**config.mk**
```make
export PLATFORM = sky130hd
export DESIGN_NAME = i2c_master_ctrl
export DESIGN_NICKNAME = d
export VERILOG_FILES = /design/src/rtl/i2c_master_ctrl.sv
export SDC_FILE = /design/constraint.sdc
export NUM_CORES = 1
export LEC_CHECK = 0
export CORE_MARGIN = 4
export CORE_UTILIZATION = 57
export CTS_CLUSTER_DIAMETER = 200
export DETAILED_ROUTE_END_ITERATION = 6
export PLACE_DENSITY = 0.81
export SYNTH_ARGS = -nofsm -noshare
export SYNTH_HDL_FRONTEND = slang
export SYNTH_SLANG_ARGS = --single-unit
```
**constraint.sdc**
```tcl
create_clock -name clk -period 3.7 [get_ports clk]
set_input_delay 1.11 -clock clk [delete_from_list [all_inputs] [get_ports clk]]
set_output_delay 1.11 -clock clk [all_outputs]
set_load 0.02 [all_outputs]
```
**src/rtl/i2c_master_ctrl.sv**
```systemverilog
// Single-byte I2C master: START, address, R/W, ACK, data, ACK/NACK, STOP.
// One request per frame; results are reported by a one-cycle done pulse.
module i2c_master_ctrl #(
  parameter int ADDR_WIDTH = 7,
  parameter int DATA_WIDTH = 8,
  parameter int CLK_DIV    = 4
) (
  input  logic                  clk,
  input  logic                  reset,
  input  logic                  m_en,
  input  logic                  r_w,
  input  logic [ADDR_WIDTH-1:0] addr,
  input  logic [DATA_WIDTH-1:0] wdata,
  output logic [DATA_WIDTH-1:0] rdata,
  output logic                  busy,
  output logic                  done,
  output logic                  ack_err,
  output logic                  scl,
  output logic                  sda_oe,
  input  logic                  sda_in,
  output logic [3:0]            state_dbg
);

  typedef enum logic [3:0] {
    S_IDLE, S_START, S_ADDR, S_RW, S_ACK1, S_DATA, S_ACK2, S_STOP, S_DONE
  } state_e;

  localparam int BIT_CYC = 4 * CLK_DIV;
  localparam int CW      = $clog2(BIT_CYC);
  localparam int MAXW    = (ADDR_WIDTH > DATA_WIDTH) ? ADDR_WIDTH : DATA_WIDTH;
  localparam int BW      = $clog2(MAXW + 1);

  localparam logic [CW-1:0] CNT_LAST   = CW'(BIT_CYC - 1);
  localparam logic [CW-1:0] CNT_SAMPLE = CW'(3 * CLK_DIV - 1);
  localparam logic [CW-1:0] CNT_Q2     = CW'(2 * CLK_DIV);
  localparam logic [CW-1:0] CNT_Q3     = CW'(3 * CLK_DIV);
  localparam logic [BW-1:0] ADDR_LAST  = BW'(ADDR_WIDTH - 1);
  localparam logic [BW-1:0] DATA_LAST  = BW'(DATA_WIDTH - 1);

  state_e                  state_q, state_d;
  logic [CW-1:0]           cnt_q, cnt_d;
  logic [BW-1:0]           bit_q, bit_d;
  logic [ADDR_WIDTH-1:0]   addr_q, addr_d;
  logic [DATA_WIDTH-1:0]   wdata_q, wdata_d;
  logic [DATA_WIDTH-1:0]   rx_q, rx_d;
  logic [DATA_WIDTH-1:0]   rdata_q, rdata_d;
  logic                    rw_q, rw_d;
  logic                    ack_err_q, ack_err_d;
  logic                    scl_q, scl_d;
  logic                    sda_oe_q, sda_oe_d;
  logic                    busy_q, busy_d;
  logic                    done_q, done_d;
  logic                    bit_end, sample;
  logic [1:0]              drv;

  // Line levels for a given position in the frame: {scl, sda_oe}.
  function automatic logic [1:0] line_drive(input state_e st, input logic [CW-1:0] cnt,
                                            input logic a_msb, input logic w_msb,
                                            input logic rw);
    logic hi;
    logic s;
    logic o;
    hi = (cnt >= CNT_Q2);
    s  = hi;
    o  = 1'b0;
    case (st)
      S_IDLE, S_DONE: s = 1'b1;
      S_START: begin
        s = 1'b1;
        o = hi;
      end
      S_ADDR:  o = ~a_msb;
      S_RW:    o = ~rw;
      S_DATA:  o = ~rw & ~w_msb;
      S_STOP:  o = (cnt < CNT_Q3);
      default: ;
    endcase
    return {s, o};
  endfunction

  // Handshake: m_en is a strobe taken only while IDLE (busy=0, done=0);
  // any m_en seen while busy or during the done cycle is dropped, never queued.
  always_comb begin
    state_d   = state_q;
    cnt_d     = cnt_q;
    bit_d     = bit_q;
    addr_d    = addr_q;
    wdata_d   = wdata_q;
    rx_d      = rx_q;
    rdata_d   = rdata_q;
    rw_d      = rw_q;
    ack_err_d = ack_err_q;
    bit_end   = (cnt_q == CNT_LAST);
    sample    = (cnt_q == CNT_SAMPLE);

    if (state_q != S_IDLE && state_q != S_DONE) begin
      cnt_d = bit_end ? '0 : cnt_q + 1'b1;
    end

    case (state_q)
      S_IDLE: begin
        if (m_en) begin
          addr_d    = addr;
          wdata_d   = wdata;
          rw_d      = r_w;
          ack_err_d = 1'b0;
          cnt_d     = '0;
          bit_d     = '0;
          state_d   = S_START;
        end
      end
      S_START: if (bit_end) state_d = S_ADDR;
      S_ADDR: begin
        if (bit_end) begin
          addr_d = addr_q << 1;
          if (bit_q == ADDR_LAST) begin
            bit_d   = '0;
            state_d = S_RW;
          end else begin
            bit_d = bit_q + 1'b1;
          end
        end
      end
      S_RW: if (bit_end) state_d = S_ACK1;
      S_ACK1: begin
        if (sample && sda_in) ack_err_d = 1'b1;
        // The sample point always precedes the bit end, so ack_err_q is current here.
        if (bit_end) state_d = ack_err_q ? S_STOP : S_DATA;
      end
      S_DATA: begin
        if (sample && rw_q) rx_d = {rx_q[DATA_WIDTH-2:0], sda_in};
        if (bit_end) begin
          wdata_d = wdata_q << 1;
          if (bit_q == DATA_LAST) begin
            bit_d   = '0;
            state_d = S_ACK2;
          end else begin
            bit_d = bit_q + 1'b1;
          end
        end
      end
      S_ACK2: begin
        if (sample && sda_in && !rw_q) ack_err_d = 1'b1;
        if (bit_end) state_d = S_STOP;
      end
      S_STOP: begin
        if (bit_end) begin
          state_d = S_DONE;
          if (rw_q && !ack_err_q) rdata_d = rx_q;
        end
      end
      S_DONE:  state_d = S_IDLE;
      default: state_d = S_IDLE;
    endcase

    // Outputs are registered from next-state values so SCL/SDA never glitch.
    drv      = line_drive(state_d, cnt_d, addr_d[ADDR_WIDTH-1], wdata_d[DATA_WIDTH-1], rw_d);
    scl_d    = drv[1];
    sda_oe_d = drv[0];
    busy_d   = (state_d != S_IDLE) && (state_d != S_DONE);
    done_d   = (state_d == S_DONE);
  end

  always_ff @(posedge clk) begin
    if (reset) begin
      state_q   <= S_IDLE;
      cnt_q     <= '0;
      bit_q     <= '0;
      addr_q    <= '0;
      wdata_q   <= '0;
      rx_q      <= '0;
      rdata_q   <= '0;
      rw_q      <= 1'b0;
      ack_err_q <= 1'b0;
      scl_q     <= 1'b1;
      sda_oe_q  <= 1'b0;
      busy_q    <= 1'b0;
      done_q    <= 1'b0;
    end else begin
      state_q   <= state_d;
      cnt_q     <= cnt_d;
      bit_q     <= bit_d;
      addr_q    <= addr_d;
      wdata_q   <= wdata_d;
      rx_q      <= rx_d;
      rdata_q   <= rdata_d;
      rw_q      <= rw_d;
      ack_err_q <= ack_err_d;
      scl_q     <= scl_d;
      sda_oe_q  <= sda_oe_d;
      busy_q    <= busy_d;
      done_q    <= done_d;
    end
  end

  assign rdata     = rdata_q;
  assign busy      = busy_q;
  assign done      = done_q;
  assign ack_err   = ack_err_q;
  assign scl       = scl_q;
  assign sda_oe    = sda_oe_q;
  assign state_dbg = state_q;

endmodule

```
### Yosys cells after proc, flatten, opt, wreduce, memory -nomap -nowiden

Index checks and enable logic that the tools add are counted.

* flip-flop bits (word level): 49
* bits of input ports: 20
* logic and storage cells: 105

* add/sub/neg operators: 2
* magnitude comparators: 2
* eq/ne operators: 24
* multiplexer cells: 35
* bitwise operators: 4
* reduce and logical (&&, ||, !) cells: 23

Operators with widths (number)
* two-way mux 4 bit: 19
* equality test 4 x 3 -> 1 bit (second input constant): 8
* case mux 4 bit (8 select lines): 1
* equality test 4 x 2 -> 1 bit (second input constant): 4
* two-way mux 8 bit: 2
* case mux 8 bit (2 select lines): 1
* two-way mux 7 bit: 2
* case mux 7 bit (2 select lines): 1
* equality test 4 bit (second input constant): 3
* case mux 4 bit (3 select lines): 1
* != test 2 bit (second input constant): 5
* AND reduction 3 bit: 3
* adder 4 x 1 -> 4 bit (second input constant): 2
* equality test 4 x 1 -> 1 bit (second input constant): 2
* logical NOT 4 bit: 2
* != test 4 bit (second input constant): 2
* AND reduction 4 bit: 2
* nonzero test 4 bit: 2
* logical AND 1 bit: 6
* nonzero test 3 bit: 2
* two-way mux 1 bit: 5
* case mux 1 bit (5 select lines): 1
* greater-or-equal comparator 4 bit (second input constant): 1
* less-than comparator 4 bit (second input constant): 1
* 8 further kinds: 12

### Longest topological paths before layout

Gate-level depths: netlist of run 1.

* depth after elaboration: 7
* depth in mapped cells: 8
* mapped depth without buffers: 8

### Least setup slack after synthesis of run 1

No wires, ideal clock.

* kind: input port to flip-flop
* start point: input m_en
* end point: register bit_q[2]
* library setup time: 0.086 ns
* data arrival time: 2.399 ns
* required time: 3.614 ns
* setup slack: 1.215 ns
* stages on the path: 7
* buffers on the path: 1
* path through: nor2b_1 > and2_0 > clkbuf_1 > nor3_1 > nor2b_1 > xnor2_1 > a211oi_1

* cells in the longest elaborated chain, start to end: 2

RTL lines
* start, declared: RTL line 10 `input logic m_en,`
* != test 2 bit (no line)
* AND reduction 4 bit (no line)
* end signal, assigned: RTL line 182 `bit_q <= bit_d;`
* end, declared: RTL line 42 `logic [BW-1:0] bit_q, bit_d;`

No other way between the ends.
A chain may end at the register's enable or synchronous reset.

### Worst setup path after layout of run 1

* start point: input m_en
* end point: register sda_oe_q, in the netlist sda_oe

* cells in the longest elaborated chain, start to end: 5
* elaborated cells on any way between the ends: 22

RTL lines
* parallel branches: the longest is 4 deep, another holds less-than comparator 4 bit
* case mux 1 bit (5 select lines) (*): RTL line 66 `case (st)`
* end signal, assigned: RTL line 190 `sda_oe_q <= sda_oe_d;`
* end, declared: RTL line 50 `logic sda_oe_q, sda_oe_d;`

Every way passes the cells marked *. The select of a mux whose other input is x is not followed.

==> impl_metrics.py, run 1 <==
metrics = {
    "sta": {
        "slew_headroom_pct": 51.9,
        "fmax_mhz": 334,
        "min_period_over_period_pct": 81.0,
        "hold_viol": 0,
        "tns_ps": 0,
        "period_needed_ps": 3000,
        "finalSetupViolCount": 0,
        "fin_skew_ps": 4.88,
        "worst_slew_pin_slew_ps": 716,
        "rsz0062_at_grt": "no",
        "slew_violations": 0,
    },
    "placement": {
        "gp_congestion": 0.868,
        "port_buffers": 36,
        "place_hpwl_um": 3520,
        "place_inst": 330,
    },
    "cts": {
        "cts_buffers": 5,
        "cts_max_level": 2,
        "cts.sinks": 49,
        "post_cts_buffers": 0,
        "cts_hold_buf": 0,
        "root_buffer": "clkbuf_8",
        "tritoncts": "done",
        "cts_resized": 0,
        "cts.clk_slew.worst_paths_ps": 90,
        "clock_path_buffers": 2,
        "insertion_delay_ps": 290,
    },
    "status": {
        "status": "complete, no violations",
    },
    "worst_setup_path": {
        "cp.buffers_inverters": 2,
        "cp_max_fo": 17,
        "path_class": "in -> reg",
        "cp_slowest_cell": "clkdlybuf4s50_1",
        "cp.arrival_ps": 3230,
        "crit_required_ps": 3930,
        "path_cells": "clkdlybuf4s50_1 -> nor2b_1 -> and2_0 -> buf_4 -> nor3b_1 -> a221oi_1 -> a31oi_1 -> a31oi_1",
        "regToRegSetupSlack_ps": 1360,
        "ff2ff_path_depth": 6,
        "r2r_end": "sda_oe$_SDFF_PP0_",
        "reg2reg_from": "cnt_q[0]$_SDFF_PP0_",
        "critical_path.top_delay_family": "buffers and inverters",
        "end_kind": "flop",
        "cpMostUsedCell": "a31oi_1",
        "critical_path.startpoint_type": "primary input",
        "max_stage_delay_ps": 510,
    },
    "global_route": {
        "overflow": 0,
        "grt_pass1_vias": 1803,
        "antenna_found_initial": 0,
        "grt_pass1_wl_um": 8350,
        "grt_max_degree": 34,
        "grt.total_usage_pct": 20.3,
    },
    "synthesis": {
        "netlist_instances": 254,
        "ys_seq_elements": 49,
        "synthFlopType": "dfxtp_1",
        "synthMuxAreaShare_pct": 8.01,
        "synth-adder-area-share_pct": 2.21,
        "yosys.area_share.simple_pct": 24.6,
        "synthDistinctLibCells": 50,
        "yosys_warnings": 0,
        "synth_top_family_by_area": "simple AND/OR/NAND/NOR gates",
        "synth_edf_count": 0,
        "synth_compound_area_share_pct": 17.2,
        "async_flop_share_pct": 0,
        "syn-num-nets": 278,
        "yosysSeqAreaShare_pct": 43.3,
        "synth_xor_area_share_pct": 1.16,
        "synth_area_um2": 2260,
        "syn_avg_cell_area_um2": 8.92,
    },
    "floorplanning": {
        "die_y_um": 71.0,
        "die_area_um2": 5050,
        "placementRows": 22,
        "die_w_um": 71.0,
        "num_io_pins": 37,
        "initial_core_util_pct": 60.5,
        "fp.coreArea_um2": 3740,
    },
    "pwr": {
        "p_per_area_nw_per_um2": 368,
        "p_leak_uw": 0.000937,
        "vdd_ir_drop_max_mv": 0.278,
    },
    "drt": {
        "final_antenna_net_count": 0,
        "routedWlPerCell_um": 14.5,
        "num_vias": 1977,
        "wl_met1_um": 2290,
        "wl_met3_um": 262,
        "dr_wl_met2_um": 2250,
        "vias_per_cell": 5.85,
        "firstDrtPassIters": 4,
        "top_layer": "met4",
        "drc": 0,
        "routed_wl_um": 4900,
        "drtIter0Drc": 246,
    },
    "layout": {
        "diodes": 0,
        "n_fill_cell": 300,
        "nets": 313,
        "final_layout_size_suffix_gt1_share_pct": 8.28,
        "finalNonFillerCells": 338,
        "area.growth.synth_to_final_pct": 22.5,
    },
    "worst_hold_path": {
        "hp-class": "reg -> reg",
        "hp-start": "addr_q[1]$_SDFFE_PP0P_",
        "min_path_cells": 2,
        "worstHoldEndpoint": "addr_q[1]$_SDFFE_PP0P_",
    },
    "run": {
        "max_cap_viol_count": 0,
    },
}
-- where the power goes --
part | leakage, uW | total (uW) | switching, uW | internal [uW]
Combinational | 0.000482 | 82.1 | 40.9 | 41.2
Sequential | 0.000398 | 549 | 9.39 | 539
Clock | 0.0000574 | 389 | 169 | 220
Total | 0.000937 | 1020 | 219 | 800
-- layout make-up --
class	count	area, um2	area share, %
multi-input combinational	188	1200	43.4
clock buffer	6	82.6	2.98
clock inverter	2	37.5	1.35
timing repair buffer	40	390	14.1
tap	48	60.1	2.17
inverter	5	18.8	0.677
sequential	49	981	35.4
-- synthesized netlist by cell type, types with 3 or more instances --
library cell / n / share of area [%]
dfxtp_1: 49 / 43
nor2_1: 39 / 6.5
a21oi_1: 21 / 4.6
nand2_1: 19 / 3.1
mux2i_1: 17 / 7.5
a22oi_1: 15 / 5.0
nor3_1: 12 / 2.7
a31oi_1: 8 / 2.2
clkbuf_1: 6 / 0.99
inv_1: 5 / 0.83
buf_2: 4 / 0.88
ha_1: 4 / 2.2
nand3_1: 4 / 0.88
a211oi_1: 3 / 0.99
nand2b_1: 3 / 0.83
o21ai_0: 3 / 0.66
-- metrics by stage --
| stage | total power (uW) | hold WS [ps] | area [um2] | worst slack (ps) | util (%) |
|---|---|---|---|---|---|
| finish | 1020 | 461 | 2770 | 702 | 74.1 |
| global route | 1060 | 483 | 2770 | 437 | 74.1 |
| CTS | 1030 | 463 | 2770 | 698 | 74.1 |
| detailed placement | 643 | 451 | 2650 | 429 | 70.9 |
| global placement | 642 | 442 | 2650 | 509 | 70.9 |
| floorplan | 608 | 436 | 2260 | 1220 | - |
-- worst max path at each step --
stage / from / endpoint / slack, ps / depth (start not counted)
after CTS: m_en / sda_oe$_SDFF_PP0_ / 700 / 8
final: m_en / sda_oe$_SDFF_PP0_ / 700 / 8
after floorplan: m_en / bit_q[2]$_SDFFE_PP0P_ / 1220 / 7
after global placement: m_en / sda_oe$_SDFF_PP0_ / 510 / 8
after detailed placement: m_en / sda_oe$_SDFF_PP0_ / 430 / 8
after global routing: m_en / bit_q[2]$_SDFFE_PP0P_ / 440 / 7
-- metal layers --
metal / GRT usage, % / vias up
li1: - / 990
met1: 27.8 / 919
met2: 31.2 / 55
met3: 4.12 / 13
met4: 8.35 / 0
met5: 0 / -
-- layout by cell type (no fill, tap or decap), types with 2 or more instances in the layout --
cell and count:
dfxtp_1 49, nor2_1 39, clkdlybuf4s50_1 36, a21oi_1 21, nand2_1 19, mux2i_1 17, a22oi_1 15, nor3_1 12
a31oi_1 8, clkbuf_8 6, inv_1 5, nand3_1 4, ha_1 4, buf_4 4, nand2b_1 3, o21ai_0 3
a211oi_1 3, nor3_2 2, nor2b_1 2, xnor2_1 2, nor4_4 2, nand3b_1 2, nor3b_1 2, and3_1 2
a21o_1 2
-- worst min-delay path, cell delays in order, from the launching register on --
cell	delay, ps
dfxtp_1	320
nand2_1	50
a21oi_1	50
-- sequential cells by signal, summed over array words and instances, names as in the netlist, 4 cells and up --
name       count
bit_q          4
addr_q         7
wdata_q        8
rx_q           8
state_dbg      4
cnt_q          4
rdata          8
-- kinds of logic after synthesis --
logic type	after synthesis
simple gates	103
compound gates	60
flops	49
mux	18
buf+inv	17
fa+ha+maj	4
xor+xnor	3
No activity file was read; power rests on OpenSTA's default activity.
==> run 2, diff against run 1 <==
- CORE_UTILIZATION: 57 -> 47
- PLACE_DENSITY: 0.81 -> 0.71
- clock period: 3.7 -> 2.6 ns (I/O delays scaled with it)
==> run 2 against run 1 <==
Compared with the run above:
- clock skew increased by 3.1 ps
- via count up 1.7%
- critical path depth shrank 7
- flip-flop and latch count is the same
- sequential power is 42% higher
- non-clock buffer count increased by 15
- clock-buffer cell count down 1
- worst hold slack worse by 4.6 ps
- register-to-register slack lost 1000 ps
- critical endpoint is now state_dbg[2]
==> impl_metrics.py, run 2 (synthesized netlist as in run 1, its figures left out) <==
metrics = {
    "sta": {
        "min_period_over_period_pct": 91.6,
        "hold_viol": 0,
        "fin_skew_ps": 7.94,
        "finalSetupViolCount": 0,
        "period_needed_ps": 2380,
        "fmax_mhz": 420,
        "tns_ps": 0,
        "slew_headroom_pct": 52.7,
        "worst_slew_pin_slew_ps": 704,
        "slew_violations": 0,
        "rsz0062_at_grt": "no",
    },
    "drt": {
        "firstDrtPassIters": 4,
        "final_antenna_net_count": 0,
        "num_vias": 2010,
        "routedWlPerCell_um": 14.8,
        "drc": 0,
        "vias_per_cell": 5.63,
        "routed_wl_um": 5290,
        "drtIter0Drc": 187,
    },
    "cts": {
        "cts_resized": 0,
        "cts.sinks": 49,
        "tritoncts": "done",
        "post_cts_buffers": 0,
        "cts_buffers": 5,
        "insertion_delay_ps": 310,
        "cts.clk_slew.worst_paths_ps": 90,
        "cts_hold_buf": 0,
        "root_buffer": "clkbuf_8",
        "cts_max_level": 2,
        "clock_path_buffers": 2,
    },
    "layout": {
        "fin_area_um2": 2880,
        "layout_common_cells": "dfxtp_1 (49), nor2_1 (39), clkdlybuf4s50_1 (36), a21oi_1 (21), nand2_1 (19)",
        "ff_latch_area_um2": 981,
        "final_layout_size_suffix_gt1_share_pct": 12.8,
        "n_fill_cell": 385,
        "final_common_cell": "dfxtp_1",
        "nets": 328,
        "diodes": 0,
        "multi_input_area_um2": 1200,
        "area.growth.synth_to_final_pct": 27.0,
        "finalNonFillerCells": 357,
    },
    "status": {
        "status": "complete, no violations",
    },
    "placement": {
        "port_buffers": 36,
        "place_hpwl_um": 3760,
        "place_area_um2": 2780,
        "place_inst": 349,
        "gp_congestion": 0.938,
    },
    "worst_setup_path": {
        "cp.arrival_ps": 1600,
        "path_class": "reg -> out",
        "critical_path.top_delay_family": "buffers and inverters",
        "cp_slowest_cell": "clkdlybuf4s50_1",
        "max_stage_delay_ps": 690,
        "critical_path.startpoint_type": "flop",
        "reg2reg_from": "state_dbg[0]$_SDFF_PP0_",
        "cp.buffers_inverters": 1,
        "crit_required_ps": 1820,
        "end_kind": "output pin",
        "path_cells": "clkdlybuf4s50_1",
        "crit_start": "state_dbg[2]$_SDFF_PP0_",
        "cp_max_fo": 11,
    },
    "floorplanning": {
        "die_y_um": 77.4,
        "die_w_um": 77.4,
        "placementRows": 24,
        "die_area_um2": 5990,
        "num_io_pins": 37,
        "fp.coreArea_um2": 4500,
        "initial_core_util_pct": 50.3,
    },
    "global_route": {
        "overflow": 0,
        "grt.total_usage_pct": 17.8,
        "grt_pass1_wl_um": 8670,
        "antenna_found_initial": 0,
        "grt_max_degree": 50,
        "grt_pass1_vias": 1855,
    },
    "pwr": {
        "vdd_ir_drop_max_mv": 0.365,
        "p_leak_uw": 0.00101,
        "p_per_area_nw_per_um2": 477,
        "power_uw": 1370,
    },
    "worst_hold_path": {
        "hp-start": "addr_q[2]$_SDFFE_PP0P_",
        "hp-class": "reg -> reg",
    },
    "run": {
        "max_cap_viol_count": 0,
    },
}
run 2: per-stage QoR:
step	hold slack [ps]	worst slack, ps	util [%]
floorplan	436	445	-
detailed placement	447	-60.4	61.8
finish	457	217	63.8
CTS	459	216	63.8
global route	480	136	63.8
global placement	443	10.8	61.8
run 2: final timing paths:
check	endpoint	slack [ps]	depth (start not counted)
setup / recovery	state_dbg[2]	220	1
hold reg to reg	addr_q[2]$_SDFFE_PP0P_	460	2
setup reg to reg	sda_oe$_SDFF_PP0_	330	6
hold / removal	addr_q[2]$_SDFFE_PP0P_	460	2
run 2: routing by layer:
layer  global-route usage, %  wire [um]  up-vias
met3                    3.94        234       10
met5                       0          0        -
met2                    26.7       2380       52
met1                    24.5       2580      930
met4                    7.83         98        0
li1                        -          -     1018
run 2: power breakdown:
| group | switching (uW) | leakage, uW | internal [uW] |
|---|---|---|---|
| sequential | 12.7 | 0.000398 | 768 |
| combinational | 63.2 | 0.000561 | 73.0 |
| clock | 263 | 0.0000481 | 191 |
| total | 339 | 0.00101 | 1030 |
run 2: cell type report:
type | count | share of cell area [%]
inverter | 5 | 0.653
multi-input combinational | 188 | 41.9
timing repair buffer | 55 | 17.9
sequential | 49 | 34.1
clock inverter | 3 | 0.783
clock buffer | 5 | 2.39
tap | 52 | 2.26
==> run 3, diff against run 2 <==
- CORE_UTILIZATION: 47 -> 53
- CTS_CLUSTER_SIZE: default -> 14
- PLACE_DENSITY: 0.71 -> 0.76
- clock period: 2.6 -> 2.2 ns (I/O delays scaled with it)
==> run 3 against run 2 <==
Compared with the run above:
- total power is 17% higher
- worst setup slack worse by 180 ps
- flip-flop and latch count stayed put
- register-to-register slack worse by 140 ps
==> impl_metrics.py, run 3 (synthesized netlist as in run 1, its figures left out) <==
metrics = {
    "floorplanning": {
        "num_io_pins": 37,
        "placementRows": 23,
        "die_area_um2": 5380,
        "fp.coreArea_um2": 4060,
        "initial_core_util_pct": 55.8,
        "die_w_um": 73.4,
        "die_y_um": 73.4,
    },
    "pwr": {
        "internal_power_uw": 1220,
        "p_per_area_nw_per_um2": 541,
        "p_leak_uw": 0.00105,
        "combPwrFrac_pct": 10.6,
        "vdd_ir_drop_max_mv": 0.492,
        "switching_share_pct": 23.7,
        "clockPowerShare_pct": 32.0,
        "sequentialPowerShare_pct": 57.4,
        "switchingPower_uw": 380,
    },
    "cts": {
        "post_cts_buffers": 0,
        "cts.clk_slew.worst_paths_ps": 90,
        "cts_buffers": 5,
        "insertion_delay_ps": 300,
        "cts_max_level": 2,
        "cts.sinks": 49,
        "root_buffer": "clkbuf_8",
        "clock_path_buffers": 2,
        "tritoncts": "done",
    },
    "layout": {
        "nets": 338,
        "finalNonFillerCells": 365,
        "layout_common_cells": "dfxtp_1 (49), nor2_1 (39), clkdlybuf4s50_1 (35), buf_4 (28), a21oi_1 (21)",
        "diodes": 0,
        "final_common_cell": "dfxtp_1",
        "ff_latch_area_um2": 981,
        "area.growth.synth_to_final_pct": 30.7,
        "n_fill_cell": 333,
        "multi_input_area_um2": 1220,
        "final_layout_size_suffix_gt1_share_pct": 16.5,
    },
    "placement": {
        "place_inst": 357,
        "port_buffers": 36,
        "gp_congestion": 0.925,
        "place_hpwl_um": 4030,
    },
    "global_route": {
        "grt_max_degree": 50,
        "grt_pass1_vias": 2039,
        "antenna_found_initial": 0,
        "grt.total_usage_pct": 21.8,
        "grt_pass1_wl_um": 9270,
        "overflow": 0,
    },
    "sta": {
        "rsz0062_at_grt": "yes",
        "slew_violations": 0,
        "tns_ps": 0,
        "period_needed_ps": 2170,
        "finalSetupViolCount": 0,
        "slew_headroom_pct": 72.2,
        "min_period_over_period_pct": 98.5,
        "hold_viol": 0,
        "fin_skew_ps": 5.65,
        "fmax_mhz": 462,
        "worst_slew_pin_slew_ps": 407,
    },
    "run": {
        "max_cap_viol_count": 0,
    },
    "drt": {
        "drc": 0,
        "final_antenna_net_count": 0,
        "vias_per_cell": 5.77,
        "routed_wl_um": 5400,
        "drtIter0Drc": 98,
        "routedWlPerCell_um": 14.8,
        "num_vias": 2107,
        "firstDrtPassIters": 4,
    },
    "worst_setup_path": {
        "cp_max_fo": 3,
        "end_kind": "flop",
        "crit_required_ps": 2430,
        "cp.arrival_ps": 2400,
        "path_class": "in -> reg",
        "critical_path.startpoint_type": "primary input",
    },
    "status": {
        "status": "complete, no violations",
    },
    "worst_hold_path": {
        "hp-class": "reg -> reg",
    },
}
==> run 3: final timing paths <==
kind / startpoint / end / slack (ps) / cells past startpoint
worst max-delay path: m_en / sda_oe$_SDFF_PP0_ / 30 / 8
worst min-delay path: wdata_q[3]$_SDFFE_PP0P_ / wdata_q[3]$_SDFFE_PP0P_ / 460 / 2
worst max register to register: cnt_q[0]$_SDFF_PP0_ / sda_oe$_SDFF_PP0_ / 190 / 7
worst min register to register: wdata_q[3]$_SDFFE_PP0P_ / wdata_q[3]$_SDFFE_PP0P_ / 460 / 2
==> run 3: stage by stage <==
step | hold slack, ps | utilization (%) | setup slack [ps] | area, um2 | total power, uW
2_1_floorplan | 436 | - | 146 | 2260 | 1020
5_1_grt | 483 | 73.0 | -29.4 | 2960 | 1670
3_5_place_dp | 454 | 70.4 | -312 | 2860 | 1110
4_1_cts | 467 | 72.4 | -1.38 | 2940 | 1620
3_3_place_gp | 443 | 70.4 | -277 | 2860 | 1110
6_report | 463 | 73.0 | 33.6 | 2960 | 1600
==> run 3: timing repair <==
| item | in CTS | in global routing |
|---|---|---|
| endpoints found under the setup margin | 2 | 15 |
| gates resized for setup | 1 | 7 |
| hold buffers | 0 | 0 |
==> run 3: layout make-up <==
type	count	share of cell area (%)
clock buffer	7	2.58
clock inverter	1	0.254
inverter	5	0.634
multi-input combinational	188	41.4
sequential	49	33.1
tap	50	2.11
timing repair buffer	65	19.9
==> run 3: critical path, cell delays in order <==
cell,delay [ps]
clkdlybuf4s50_1,500
nor2b_1,180
buf_4,140
a21oi_1,80
a21oi_1,170
nand3_1,100
a2111o_1,420
a31oi_1,150
==> run 3: power by group through the flow <==
stage,clock network (uW),registers (uW),logic [uW]
3_3_place_gp,0,940,166
4_1_cts,531,919,167
5_1_grt,558,923,185
6_report,513,920,170
2_1_floorplan,0,941,81.2
3_5_place_dp,0,940,167
==> run 3: per-layer routing <==
metal / part of all wire [%] / vias to the layer above / global-route usage [%]
li1: - / 1044 / -
met3: 4.4 / 11 / 4.92
met5: 0 / - / 0
met4: 1.6 / 0 / 4.83
met2: 48 / 67 / 37.3
met1: 45 / 985 / 28.0
